`src/rtl/noc_xbar_pkg.sv`:
```
// Shared NoC crossbar definitions: flit types, per-output FSM states and flit-type extraction.
// The route computation uses the same flit-type constants.
package noc_xbar_pkg;

    localparam int MAX_DATA_W = 256;

    localparam logic [1:0] FLIT_SINGLE = 2'b00;
    localparam logic [1:0] FLIT_HEAD   = 2'b01;
    localparam logic [1:0] FLIT_BODY   = 2'b10;
    localparam logic [1:0] FLIT_TAIL   = 2'b11;

    typedef enum logic {
        ST_IDLE = 1'b0,
        ST_BUSY = 1'b1
    } state_t;

    // The type field is the top two bits of a data_w-bit flit (zero-extended into flit).
    function automatic logic [1:0] flit_type(input logic [MAX_DATA_W-1:0] flit, input int data_w);
        logic [MAX_DATA_W-1:0] shifted;
        shifted = flit >> (data_w - 2);
        return shifted[1:0];
    endfunction

    function automatic logic is_start(input logic [1:0] ftype);
        return (ftype == FLIT_HEAD) || (ftype == FLIT_SINGLE);
    endfunction

endpackage

```
`src/rtl/noc_xbar_if.sv`:
```
// Crossbar channel bundle: input flit channels, per-output selects and output flit channels.
interface noc_xbar_if #(
    parameter int NPORTS = 5,
    parameter int DATA_W = 32
);
    logic [NPORTS*DATA_W-1:0] in_data;
    logic [NPORTS-1:0]        in_valid;
    logic [NPORTS-1:0]        in_ready;
    logic [NPORTS*NPORTS-1:0] sel;
    logic [NPORTS*DATA_W-1:0] out_data;
    logic [NPORTS-1:0]        out_valid;
    logic [NPORTS-1:0]        out_ready;
    logic [NPORTS-1:0]        sel_err;

    modport master (
        output in_data, in_valid, sel, out_ready,
        input  in_ready, out_data, out_valid, sel_err
    );

    modport slave (
        input  in_data, in_valid, sel, out_ready,
        output in_ready, out_data, out_valid, sel_err
    );
endinterface

```
`src/rtl/noc_xbar_out_port.sv`:
```
// One crossbar output: select check, head-to-tail lock FSM, input mux and output register.
// NOC_XBAR_UTURN_EN defined allows this output to select its own input index (loopback).
module noc_xbar_out_port
    import noc_xbar_pkg::*;
#(
    parameter int NPORTS  = 5,
    parameter int DATA_W  = 32,
    parameter int PORT_ID = 0
) (
    input  logic                     clk,
    input  logic                     rst_n,
    input  logic [NPORTS*DATA_W-1:0] in_data,
    input  logic [NPORTS-1:0]        in_valid,
    input  logic [NPORTS-1:0]        in_ready,
    input  logic [NPORTS-1:0]        sel,
    input  logic                     out_ready,
    output logic [NPORTS-1:0]        conn,
    output logic [DATA_W-1:0]        out_data,
    output logic                     out_valid,
    output logic                     sel_err
);
    localparam int IDX_W = (NPORTS > 1) ? $clog2(NPORTS) : 1;

    state_t            state_reg, state_next;
    logic [IDX_W-1:0]  src_reg, src_next, sel_idx, cur_idx;
    logic [DATA_W-1:0] out_data_reg, mux_data;
    logic              out_valid_reg, sel_err_reg, sel_err_next;
    logic [1:0]        in_type [NPORTS];
    logic [DATA_W-1:0] masked [NPORTS];
    logic [1:0]        cur_type;
    logic              multi_hot, uturn_bad, sel_illegal, xfer;

    generate
        for (genvar gi = 0; gi < NPORTS; gi++) begin : g_in
            assign in_type[gi] = flit_type(MAX_DATA_W'(in_data[gi*DATA_W +: DATA_W]), DATA_W);
            assign masked[gi]  = conn[gi] ? in_data[gi*DATA_W +: DATA_W] : '0;
        end
    endgenerate

`ifdef NOC_XBAR_UTURN_EN
    assign uturn_bad = 1'b0;
`else
    assign uturn_bad = sel[PORT_ID];
`endif

    assign multi_hot   = |(sel & (sel - NPORTS'(1)));
    assign sel_illegal = multi_hot | uturn_bad;
    assign cur_idx     = (state_reg == ST_BUSY) ? src_reg : sel_idx;
    assign cur_type    = in_type[cur_idx];
    assign xfer        = |(conn & in_valid & in_ready);

    always_comb begin
        sel_idx = '0;
        for (int i = 0; i < NPORTS; i++) begin
            if (sel[i]) sel_idx = IDX_W'(i);
        end
    end

    always_comb begin
        mux_data = '0;
        for (int i = 0; i < NPORTS; i++) begin
            mux_data = mux_data | masked[i];
        end
    end

    // FSM: state register
    always_ff @(posedge clk or negedge rst_n) begin
        if (!rst_n) begin
            state_reg <= ST_IDLE;
            src_reg   <= '0;
        end else begin
            state_reg <= state_next;
            src_reg   <= src_next;
        end
    end

    // FSM: next state; a HEAD locks the output to its source until the matching TAIL leaves
    always_comb begin
        state_next = state_reg;
        src_next   = src_reg;
        case (state_reg)
            ST_IDLE: if (xfer && cur_type == FLIT_HEAD) begin
                state_next = ST_BUSY;
                src_next   = sel_idx;
            end
            ST_BUSY: if (xfer && cur_type == FLIT_TAIL) state_next = ST_IDLE;
            default: state_next = ST_IDLE;
        endcase
    end

    // FSM: outputs. An idle output only connects to a legal source holding a packet start.
    always_comb begin
        conn         = '0;
        sel_err_next = 1'b0;
        case (state_reg)
            ST_IDLE: begin
                if (sel_illegal) begin
                    sel_err_next = 1'b1;
                end else if (sel != '0 && in_valid[sel_idx]) begin
                    if (is_start(cur_type)) conn = sel;
                    else                    sel_err_next = 1'b1;
                end
            end
            ST_BUSY: begin
                conn[src_reg] = 1'b1;
                if (xfer && is_start(cur_type)) sel_err_next = 1'b1;
            end
            default: ;
        endcase
    end

    always_ff @(posedge clk or negedge rst_n) begin
        if (!rst_n) begin
            out_data_reg  <= '0;
            out_valid_reg <= 1'b0;
            sel_err_reg   <= 1'b0;
        end else begin
            sel_err_reg <= sel_err_next;
            if (xfer) begin
                out_data_reg  <= mux_data;
                out_valid_reg <= 1'b1;
            end else if (out_ready) begin
                out_valid_reg <= 1'b0;
            end
        end
    end

    assign out_data  = out_data_reg;
    assign out_valid = out_valid_reg;
    assign sel_err   = sel_err_reg;

endmodule

```
`src/rtl/noc_xbar_param.sv`:
```
// NPORTS x NPORTS flit crossbar with per-output packet locking and one register stage per output.
// NOC_XBAR_UTURN_EN (optional) enables loopback selects in every output port.
module noc_xbar_param
    import noc_xbar_pkg::*;
#(
    parameter int NPORTS = 5,
    parameter int DATA_W = 32
) (
    input  logic        clk,
    input  logic        rst_n,
    noc_xbar_if.slave   bus
);
    logic [NPORTS-1:0] conn [NPORTS];
    logic [NPORTS-1:0] col [NPORTS];
    logic [DATA_W-1:0] out_data_arr [NPORTS];
    logic [NPORTS-1:0] out_valid_vec, sel_err_vec, can_accept, in_ready;

    generate
        for (genvar gi = 0; gi < NPORTS; gi++) begin : g_out
            noc_xbar_out_port #(
                .NPORTS (NPORTS),
                .DATA_W (DATA_W),
                .PORT_ID(gi)
            ) u_port (
                .clk      (clk),
                .rst_n    (rst_n),
                .in_data  (bus.in_data),
                .in_valid (bus.in_valid),
                .in_ready (in_ready),
                .sel      (bus.sel[gi*NPORTS +: NPORTS]),
                .out_ready(bus.out_ready[gi]),
                .conn     (conn[gi]),
                .out_data (out_data_arr[gi]),
                .out_valid(out_valid_vec[gi]),
                .sel_err  (sel_err_vec[gi])
            );
            assign can_accept[gi] = !out_valid_vec[gi] | bus.out_ready[gi];
            assign bus.out_data[gi*DATA_W +: DATA_W] = out_data_arr[gi];
        end

        // col[i] lists the outputs connected to input i; all of them must accept (multicast is all-or-none)
        for (genvar gi = 0; gi < NPORTS; gi++) begin : g_in
            for (genvar go = 0; go < NPORTS; go++) begin : g_col
                assign col[gi][go] = conn[go][gi];
            end
            assign in_ready[gi] = rst_n & (|col[gi]) & (&(~col[gi] | can_accept));
        end
    endgenerate

    assign bus.in_ready  = in_ready;
    assign bus.out_valid = out_valid_vec;
    assign bus.sel_err   = sel_err_vec;

endmodule
```
`src/flat_wrapper.sv`:
```
// flat-port wrapper written by rule: the top's interface ports become plain ports
module noc_xbar_param_flat import noc_xbar_pkg::*;
#(
    parameter int NPORTS = 5,
    parameter int DATA_W = 32
)
  (clk, rst_n, bus_in_data, bus_in_valid, bus_sel, bus_out_ready, bus_in_ready, bus_out_data, bus_out_valid, bus_sel_err);
  noc_xbar_if #(.NPORTS(NPORTS), .DATA_W(DATA_W)) bus_i ();
  input  logic clk;
  input  logic rst_n;
  input wire logic [$bits(bus_i.in_data)-1:0] bus_in_data;
  input wire logic [$bits(bus_i.in_valid)-1:0] bus_in_valid;
  input wire logic [$bits(bus_i.sel)-1:0] bus_sel;
  input wire logic [$bits(bus_i.out_ready)-1:0] bus_out_ready;
  output wire logic [$bits(bus_i.in_ready)-1:0] bus_in_ready;
  output wire logic [$bits(bus_i.out_data)-1:0] bus_out_data;
  output wire logic [$bits(bus_i.out_valid)-1:0] bus_out_valid;
  output wire logic [$bits(bus_i.sel_err)-1:0] bus_sel_err;
  assign bus_i.in_data = bus_in_data;
  assign bus_i.in_valid = bus_in_valid;
  assign bus_i.sel = bus_sel;
  assign bus_i.out_ready = bus_out_ready;
  assign bus_in_ready = bus_i.in_ready;
  assign bus_out_data = bus_i.out_data;
  assign bus_out_valid = bus_i.out_valid;
  assign bus_sel_err = bus_i.sel_err;
  noc_xbar_param #(.NPORTS(NPORTS), .DATA_W(DATA_W)) u_core (.clk(clk), .rst_n(rst_n), .bus(bus_i));
endmodule
```
`config.mk`:
```
export PLATFORM = sky130hd
export DESIGN_NAME = noc_xbar_param_flat
export DESIGN_NICKNAME = d
export VERILOG_FILES = /design/src/rtl/noc_xbar_pkg.sv /design/src/rtl/noc_xbar_if.sv /design/src/rtl/noc_xbar_out_port.sv /design/src/rtl/noc_xbar_param.sv /design/src/flat_wrapper.sv
export SDC_FILE = /design/constraint.sdc
export NUM_CORES = 1
export LEC_CHECK = 0
export ABC_CLOCK_PERIOD_IN_PS = 3370
export CORE_UTILIZATION = 25
export DETAILED_ROUTE_END_ITERATION = 16
export PLACE_DENSITY = 0.48
export SYNTH_ARGS = -nofsm -noshare
export SYNTH_HDL_FRONTEND = slang
export SYNTH_SLANG_ARGS = --single-unit
```
`constraint.sdc`:
```
create_clock -name clk -period 3.37 [get_ports clk]
set_input_delay 0.674 -clock clk [delete_from_list [all_inputs] [get_ports clk]]
set_output_delay 0.674 -clock clk [all_outputs]
set_load 0.1 [all_outputs]
```
# --- Word-level counts from Yosys, hierarchy flattened ---
# Index checks and enable logic that the tools add are counted.
classes:
  add_sub_neg: 5
  mul: 0
  div: 0
  order_cmp: 20
  eq_ne: 10
  shifts: 0
  mux: 155
  n_bitwise: 75
  n_reduce_logical: 75
ops:
  columns: ["cell", "count"]
  rows:
  - ["$mux W32", 25]
  - ["$or A32 B32 Y32", 20]
  - ["$and A5 B5 Y5", 15]
  - ["$mux W5", 15]
  - ["$reduce_or A5 Y1", 15]
  - ["$mux W3", 20]
  - ["$mux W1", 55]
  - ["$pmux W5 S2", 5]
  - ["$lt A3 B4 Y1 const B", 10]
  - ["$bmux W2 S3", 5]
  - ["$logic_and A1 B1 Y1", 25]
  - ["$not A5 Y5", 5]
  - ["$or A5 B5 Y5", 5]
  - ["$reduce_and A5 Y1", 5]
  - ["$reduce_bool A5 Y1", 5]
  - ["$sub A5 B1 Y5 const B", 5]
  - ["$ge A4 B4 Y1 const B", 5]
  - ["$mux W2", 10]
  - ["$not A3 Y4", 5]
  - ["$pmux W1 S2", 10]
  - ["$bmux W1 S3", 5]
  - ["$demux W1 S3", 5]
  - ["$ge A3 B1 Y1 const B", 5]
  - ["$and A1 B1 Y1", 10]
  - ["9 further kinds", 50]
word_totals:
  reg_bits: 190
  latchBits: 0
  mem_bits_rw: 0
  mem_bits_ro: 0
  in_bits: 197
  out_inout_bits: 175
  word_cells: 365
  memories: 0

# --- Depth between registers and ports, before layout ---
depth:
  ltp_word: 24
  ltp_mapped: 13
  mapped_depth_nobuf: 9

# --- By module ---
# Synthesis repeated with hierarchy kept, for this count alone.
unflattened:
  cells_unflattened: 1935
  hier_area_um2: 17685.7
modules_own_cells:
  columns: ["module", "n_inst", "cells_per_inst", "area_per_inst_um2", "seq_area_each_um2"]
  rows:
  - ["noc_xbar_out_port at u_core.g_out[2].u_port", 1, 341, 3794.9, 950.9]
  - ["noc_xbar_out_port at u_core.g_out[3].u_port", 1, 407, 3696.0, 950.9]
  - ["noc_xbar_out_port at u_core.g_out[0].u_port", 1, 374, 3438.3, 950.9]
  - ["noc_xbar_out_port at u_core.g_out[4].u_port", 1, 400, 3313.2, 950.9]
  - ["noc_xbar_out_port at u_core.g_out[1].u_port", 1, 379, 3149.3, 950.9]
  - ["noc_xbar_param", 1, 34, 294.0, 0.0]

# --- Worst setup path after synthesis ---
# No wires, ideal clock.
synth_timing:
  path_type: "input -> output"
  startpoint: "in bus_sel[18]"
  endpoint: "out bus_in_ready[0]"
  t_arrival_ps: 4625
  required_time_ps: 2696
  setup_slack_ps: -1929
  cell_stages: 9
  n_path_buf: 1
  path_cell_list: "buf_2 or3_1 a2111oi_1 nor3_1 a2111oi_4 a22o_1 or4_1 nor2_1 a211oi_1"
synth_between:
  elab_chain_cells: 17
  word_cells_on_any_way: 28
  cone_classes: "add/sub: 1; eq/ne: 1; mux: 12; bitwise: 7; reduce/logical: 7"
synth_lines:
  columns: ["element", "line", "source"]
  rows:
  - ["start, declared", "flat_wrapper.sv:13", "input wire logic [$bits(bus_i.sel)-1:0] bus_sel;"]
  - ["$mux W3 (2 in a row)", "noc_xbar_out_port.sv:55", "if (sel[i]) sel_idx = IDX_W'(i);"]
  - ["$mux W3", "noc_xbar_out_port.sv:48", "assign cur_idx = (state_reg == ST_BUSY) ? src_reg : sel_idx;"]
  - ["$not A3 Y4 (not written as such)", "noc_xbar_out_port.sv:49", "assign cur_type = in_type[cur_idx];"]
  - ["$bmux W2 S3", "noc_xbar_out_port.sv:49", null]
  - ["$mux W2 (not written as such) (2 in a row)", "noc_xbar_out_port.sv:49", null]
  - ["$eq A2 B1 Y1 or $logic_not A2 Y1 (tied branches)", "noc_xbar_pkg.sv:25", "return (ftype == FLIT_HEAD) || (ftype == FLIT_SINGLE);"]
  - ["$logic_or A1 B1 Y1", "noc_xbar_pkg.sv:25", null]
  - ["$mux W5", "noc_xbar_out_port.sv:100", "if (is_start(cur_type)) conn = sel;"]
  - ["$mux W5", "noc_xbar_out_port.sv:99", "end else if (sel != '0 && in_valid[sel_idx]) begin"]
  - ["$mux W5 *", "noc_xbar_out_port.sv:97", "if (sel_illegal) begin"]
  - ["$pmux W5 S2 *", "noc_xbar_out_port.sv:95", "case (state_reg)"]
  - ["$not A5 Y5", "noc_xbar_param.sv:46", "assign in_ready[gi] = rst_n & (|col[gi]) & (&(~col[gi] | can_accept));"]
  - ["$or A5 B5 Y5", "noc_xbar_param.sv:46", null]
  - ["$reduce_and A5 Y1", "noc_xbar_param.sv:46", null]
  - ["$and A1 B1 Y1 *", "noc_xbar_param.sv:46", null]
  - ["end, declared", "flat_wrapper.sv:15", "output wire logic [$bits(bus_i.in_ready)-1:0] bus_in_ready;"]
# Every way passes the cells marked *; elsewhere a longest branch is shown, timed or not. The select of a mux whose other input is x is not followed.

# --- Final worst setup path ---
layout_timing:
  startpoint: "reg u_core.g_out[3].u_port.state_reg"
  endpoint: "out bus_in_ready[0]"
layout_between:
  elab_chain_cells: 15
  word_cells_on_any_way: 19
  cone_classes: "eq/ne: 1; mux: 8; bitwise: 6; reduce/logical: 4"
layout_lines:
  columns: ["element", "line", "source"]
  rows:
  - ["start, declared", "noc_xbar_out_port.sv:24", "state_t state_reg, state_next;"]
  - ["start signal, assigned", "noc_xbar_out_port.sv:72", "state_reg <= state_next;"]
  - ["$mux W3", "noc_xbar_out_port.sv:48", null]
  - ["$not A3 Y4 (not written as such)", "noc_xbar_out_port.sv:49", null]
  - ["$bmux W2 S3", "noc_xbar_out_port.sv:49", null]
  - ["$mux W2 (not written as such) (2 in a row)", "noc_xbar_out_port.sv:49", null]
  - ["$eq A2 B1 Y1 or $logic_not A2 Y1 (tied branches)", "noc_xbar_pkg.sv:25", null]
  - ["$logic_or A1 B1 Y1", "noc_xbar_pkg.sv:25", null]
  - ["$mux W5", "noc_xbar_out_port.sv:100", null]
  - ["$mux W5", "noc_xbar_out_port.sv:99", null]
  - ["$mux W5", "noc_xbar_out_port.sv:97", null]
  - ["$pmux W5 S2 *", "noc_xbar_out_port.sv:95", null]
  - ["$not A5 Y5", "noc_xbar_param.sv:46", null]
  - ["$or A5 B5 Y5", "noc_xbar_param.sv:46", null]
  - ["$reduce_and A5 Y1", "noc_xbar_param.sv:46", null]
  - ["$and A1 B1 Y1 *", "noc_xbar_param.sv:46", null]
# Marked as above.

==> impl_metrics.tcl <==
set metrics [dict create \
    min_period_ns 3.815 \
    grt_max_degree 124 \
    path_delay_family "compound AO/OA/AOI/OAI gates" \
    slowest_delay_ns 0.47 \
    drtAntennaViolNets 0 \
    status "finished, violations left" \
    yosysUniqueCellTypes 83 \
    ir_drop_uv 544.5 \
    syn-num-nets 1593 \
    fin_setup_tns_ns -19.96 \
    required_ns 2.70 \
    die_w_um 234.7 \
    first_pass_iters 11 \
    drc 0 \
    setup_ws_ns -0.4447 \
    grt_pass1_vias 16800 \
    preCtsSetupSlack_ns -0.9946 \
    fin_skew_ns 0.02587 \
    crit_arrival_ns 3.14 \
    dp.cells 2597 \
    cts-root-buf "clkbuf_16" \
    grt_pass1_wl_um 116600 \
    diodes 0 \
    syn2layout_area_growth_pct 70.92 \
    cp_slowest_cell "dfrtp_2" \
    fin_total_pwr_mw 25.79 \
    hold_buffers 0 \
    cp_num_buf_inv 2 \
    cts_tree "yes" \
    antenna_found_initial 2 \
    wirelength_um 81340 \
    synth_edf_count 0 \
    clk_pin_slew_worst_paths_ns 0.08 \
    die_h_um 234.7 \
    syn_inst 1396 \
    vias 16490 \
    final_core_util_pct 43.60 \
    synth.avg_cell_area_um2 9.698 \
    cts_buffers 17 \
    max_cap_violations 0 \
    finalCritPeriodShare_pct 113.2 \
    largest_reg_flops 160 \
    cp-start-kind "flop" \
    rows 84 \
    power_density_nw_per_um2 1114 \
    initial_core_util_pct 25.51 \
    async_reset_ff_share_pct 100.0 \
    worstPathMaxFanout 6 \
    tightest_slew_ns 0.9654 \
    num-fill-cells 4984 \
    synth-seq-cells 190 \
    cts-htree-levels 4 \
    violations "negative setup slack" \
    yosys-top-cells-count "dfrtp_1 (190), nand2_1 (174), a22oi_1 (155), a222oi_1 (153), clkbuf_1 (90)" \
    grt-ovfl-total 0 \
    syn_area_um2 13540 \
    die-area_um2 55090 \
    yosysWarnings 0 \
    wire_per_inst_um 29.93 \
    drive_above_1_share_pct 44.78 \
    p_leak_nw 10.08 \
    core_um2 53080 \
    end_kind "output port" \
    grtUsageTotal_pct 28.67 \
    clkLatencyLatePin_ns 0.52 \
    cts_sinks 190 \
    report.final.slew_viol_count 0 \
    yosysTopAreaCell "dfrtp_1" \
    ys_top_cells_by_area "dfrtp_1 (35%), a222oi_1 (11%), a22oi_1 (8.6%)" \
    setup_viol 182 \
    via_per_inst 6.068 \
    ios 372 \
    fin_nets 2214 \
    cts_buffer_depth 2 \
    ys_seq_area_share_pct 35.12 \
    place.gp.congestion 0.9354 \
    ys.flop_type "dfrtp_1" \
    hold_viol 0 \
    final_cell_count_no_fill 2718 \
    hp-class "primary input to asynchronous set/reset pin" \
    portBuffers 371 \
    path_cells "nor2b_4 -> a211o_1 -> a211oi_2 -> a2111oi_4 -> buf_4 -> a31o_4 -> a211o_4 -> a211oi_4 -> buf_12" \
    netlist.area_leader.share_pct 35.12 \
    maxSlewHeadroom_pct 35.64 \
    fmax_mhz 262.1 \
    synth.most_common_cell "dfrtp_1" \
    drt-initial-drc-count 2696 \
    dpl.hpwl_um 53190 \
    rsz0062_at_grt "yes" \
    crit_type "flop to output port" \
]
==> per-stage QoR <==
| stage | hold slack, ns | area [um2] |
|---|---|---|
| 4_1_cts | 0.5012 | 22650 |
| 3_5_place_dp | 0.4957 | 19740 |
| 3_3_place_gp | 0.4940 | 19740 |
| 6_report | 0.4996 | 23140 |
| 5_1_grt | 0.5296 | 23140 |
| 2_1_floorplan | 0.3784 | 13870 |
==> worst min-delay path, cell delays in order <==
cell      delay, ns
clkbuf_8       0.14
buf_4          0.13
buf_12         0.54
==> where the power goes <==
group          leakage, nW  internal, mW  switching [mW]  total [mW]
Sequential            2.40          3.22           0.769        3.99
Clock                0.296          1.24            1.03        2.28
Combinational         7.39          6.82            12.7        19.5
Total                 10.1          11.3            14.5        25.8
==> what timing repair did <==
item                       in CTS  in global routing
setup endpoints to repair     191                189
gates cloned                   20                  3
resized for setup             340                111
setup buffers                  71                 14
pin swaps                      71                 43
==> layer usage <==
metal / part of all wire [%] / vias up / global-route usage [%]
li1: - / 6924 / -
met1: 40 / 8226 / 36.51
met2: 46 / 1147 / 45.69
met3: 11 / 192 / 7.566
met4: 3.6 / 4 / 12.16
met5: 0.031 / - / 0
==> path summary, 6_finish.rpt <==
kind / depth (start not counted) / to / startpoint / slack [ns]
max in group asynchronous: 4 / u_core.g_out[0].u_port.out_data[24] / rst_n / 1.39
min reg2reg: 1 / u_core.g_out[4].u_port.out_data[24] / u_core.g_out[4].u_port.out_data[24] / 0.51
min in group clk: 1 / u_core.g_out[4].u_port.out_data[24] / u_core.g_out[4].u_port.out_data[24] / 0.51
max: 9 / bus_in_ready[0] / u_core.g_out[3].u_port.state_reg / -0.44
min: 3 / u_core.g_out[2].u_port.state_reg / rst_n / 0.50
max reg2reg: 12 / u_core.g_out[0].u_port.src_reg[2] / u_core.g_out[3].u_port.state_reg / -0.25
==> cell families after synthesis <==
family / after synthesis / share of synthesized area [%]
compound gates: 492 / 30.37
simple gates: 393 / 13.85
flops: 190 / 35.12
mux: 168 / 15.57
buf+inv: 152 / 5.009
fa+ha+maj: 1 / 0.07394
==> cells in the final DEF (no fill, tap or decap), types with 5 or more instances in the layout <==
| cell | instances |
|---|---|
| nand4_1 | 5 |
| nand2_8 | 5 |
| nand2b_1 | 14 |
| a31oi_4 | 11 |
| nor2b_1 | 13 |
| nand2_1 | 165 |
| a21oi_1 | 20 |
| mux2_4 | 136 |
| a2111oi_4 | 7 |
| o21ai_0 | 11 |
| a22oi_1 | 154 |
| nand3_1 | 17 |
| nor3_2 | 26 |
| nor2_2 | 5 |
| buf_16 | 12 |
| a31oi_1 | 22 |
| dlygate4sd2_1 | 17 |
| a21oi_4 | 7 |
| a222oi_1 | 153 |
| dfrtp_1 | 187 |
| nor3_1 | 27 |
| nand2_2 | 5 |
| a21o_1 | 5 |
| buf_12 | 37 |
| inv_1 | 21 |
| nor2_1 | 36 |
| nand3b_1 | 5 |
| buf_4 | 423 |
| clkbuf_8 | 5 |
| o22ai_4 | 7 |
| mux2i_1 | 22 |
| clkbuf_16 | 20 |
| and2_1 | 5 |
| clkdlybuf4s50_1 | 162 |
| or3_4 | 5 |
| buf_6 | 57 |
| buf_2 | 5 |
| clkdlybuf4s15_2 | 6 |
| a31o_4 | 5 |
==> final cells by class <==
| class | count | area (um2) | area share (%) |
|---|---|---|---|
| clock buffer | 23 | 488.0 | 2.109 |
| clock inverter | 9 | 131.4 | 0.5678 |
| inverter | 22 | 82.58 | 0.3569 |
| multi-input combinational | 1054 | 9843 | 42.54 |
| sequential | 190 | 4758 | 20.56 |
| tap | 688 | 860.8 | 3.720 |
| timing repair buffer | 732 | 6975 | 30.14 |
No activity file was read; power rests on OpenSTA's default activity.
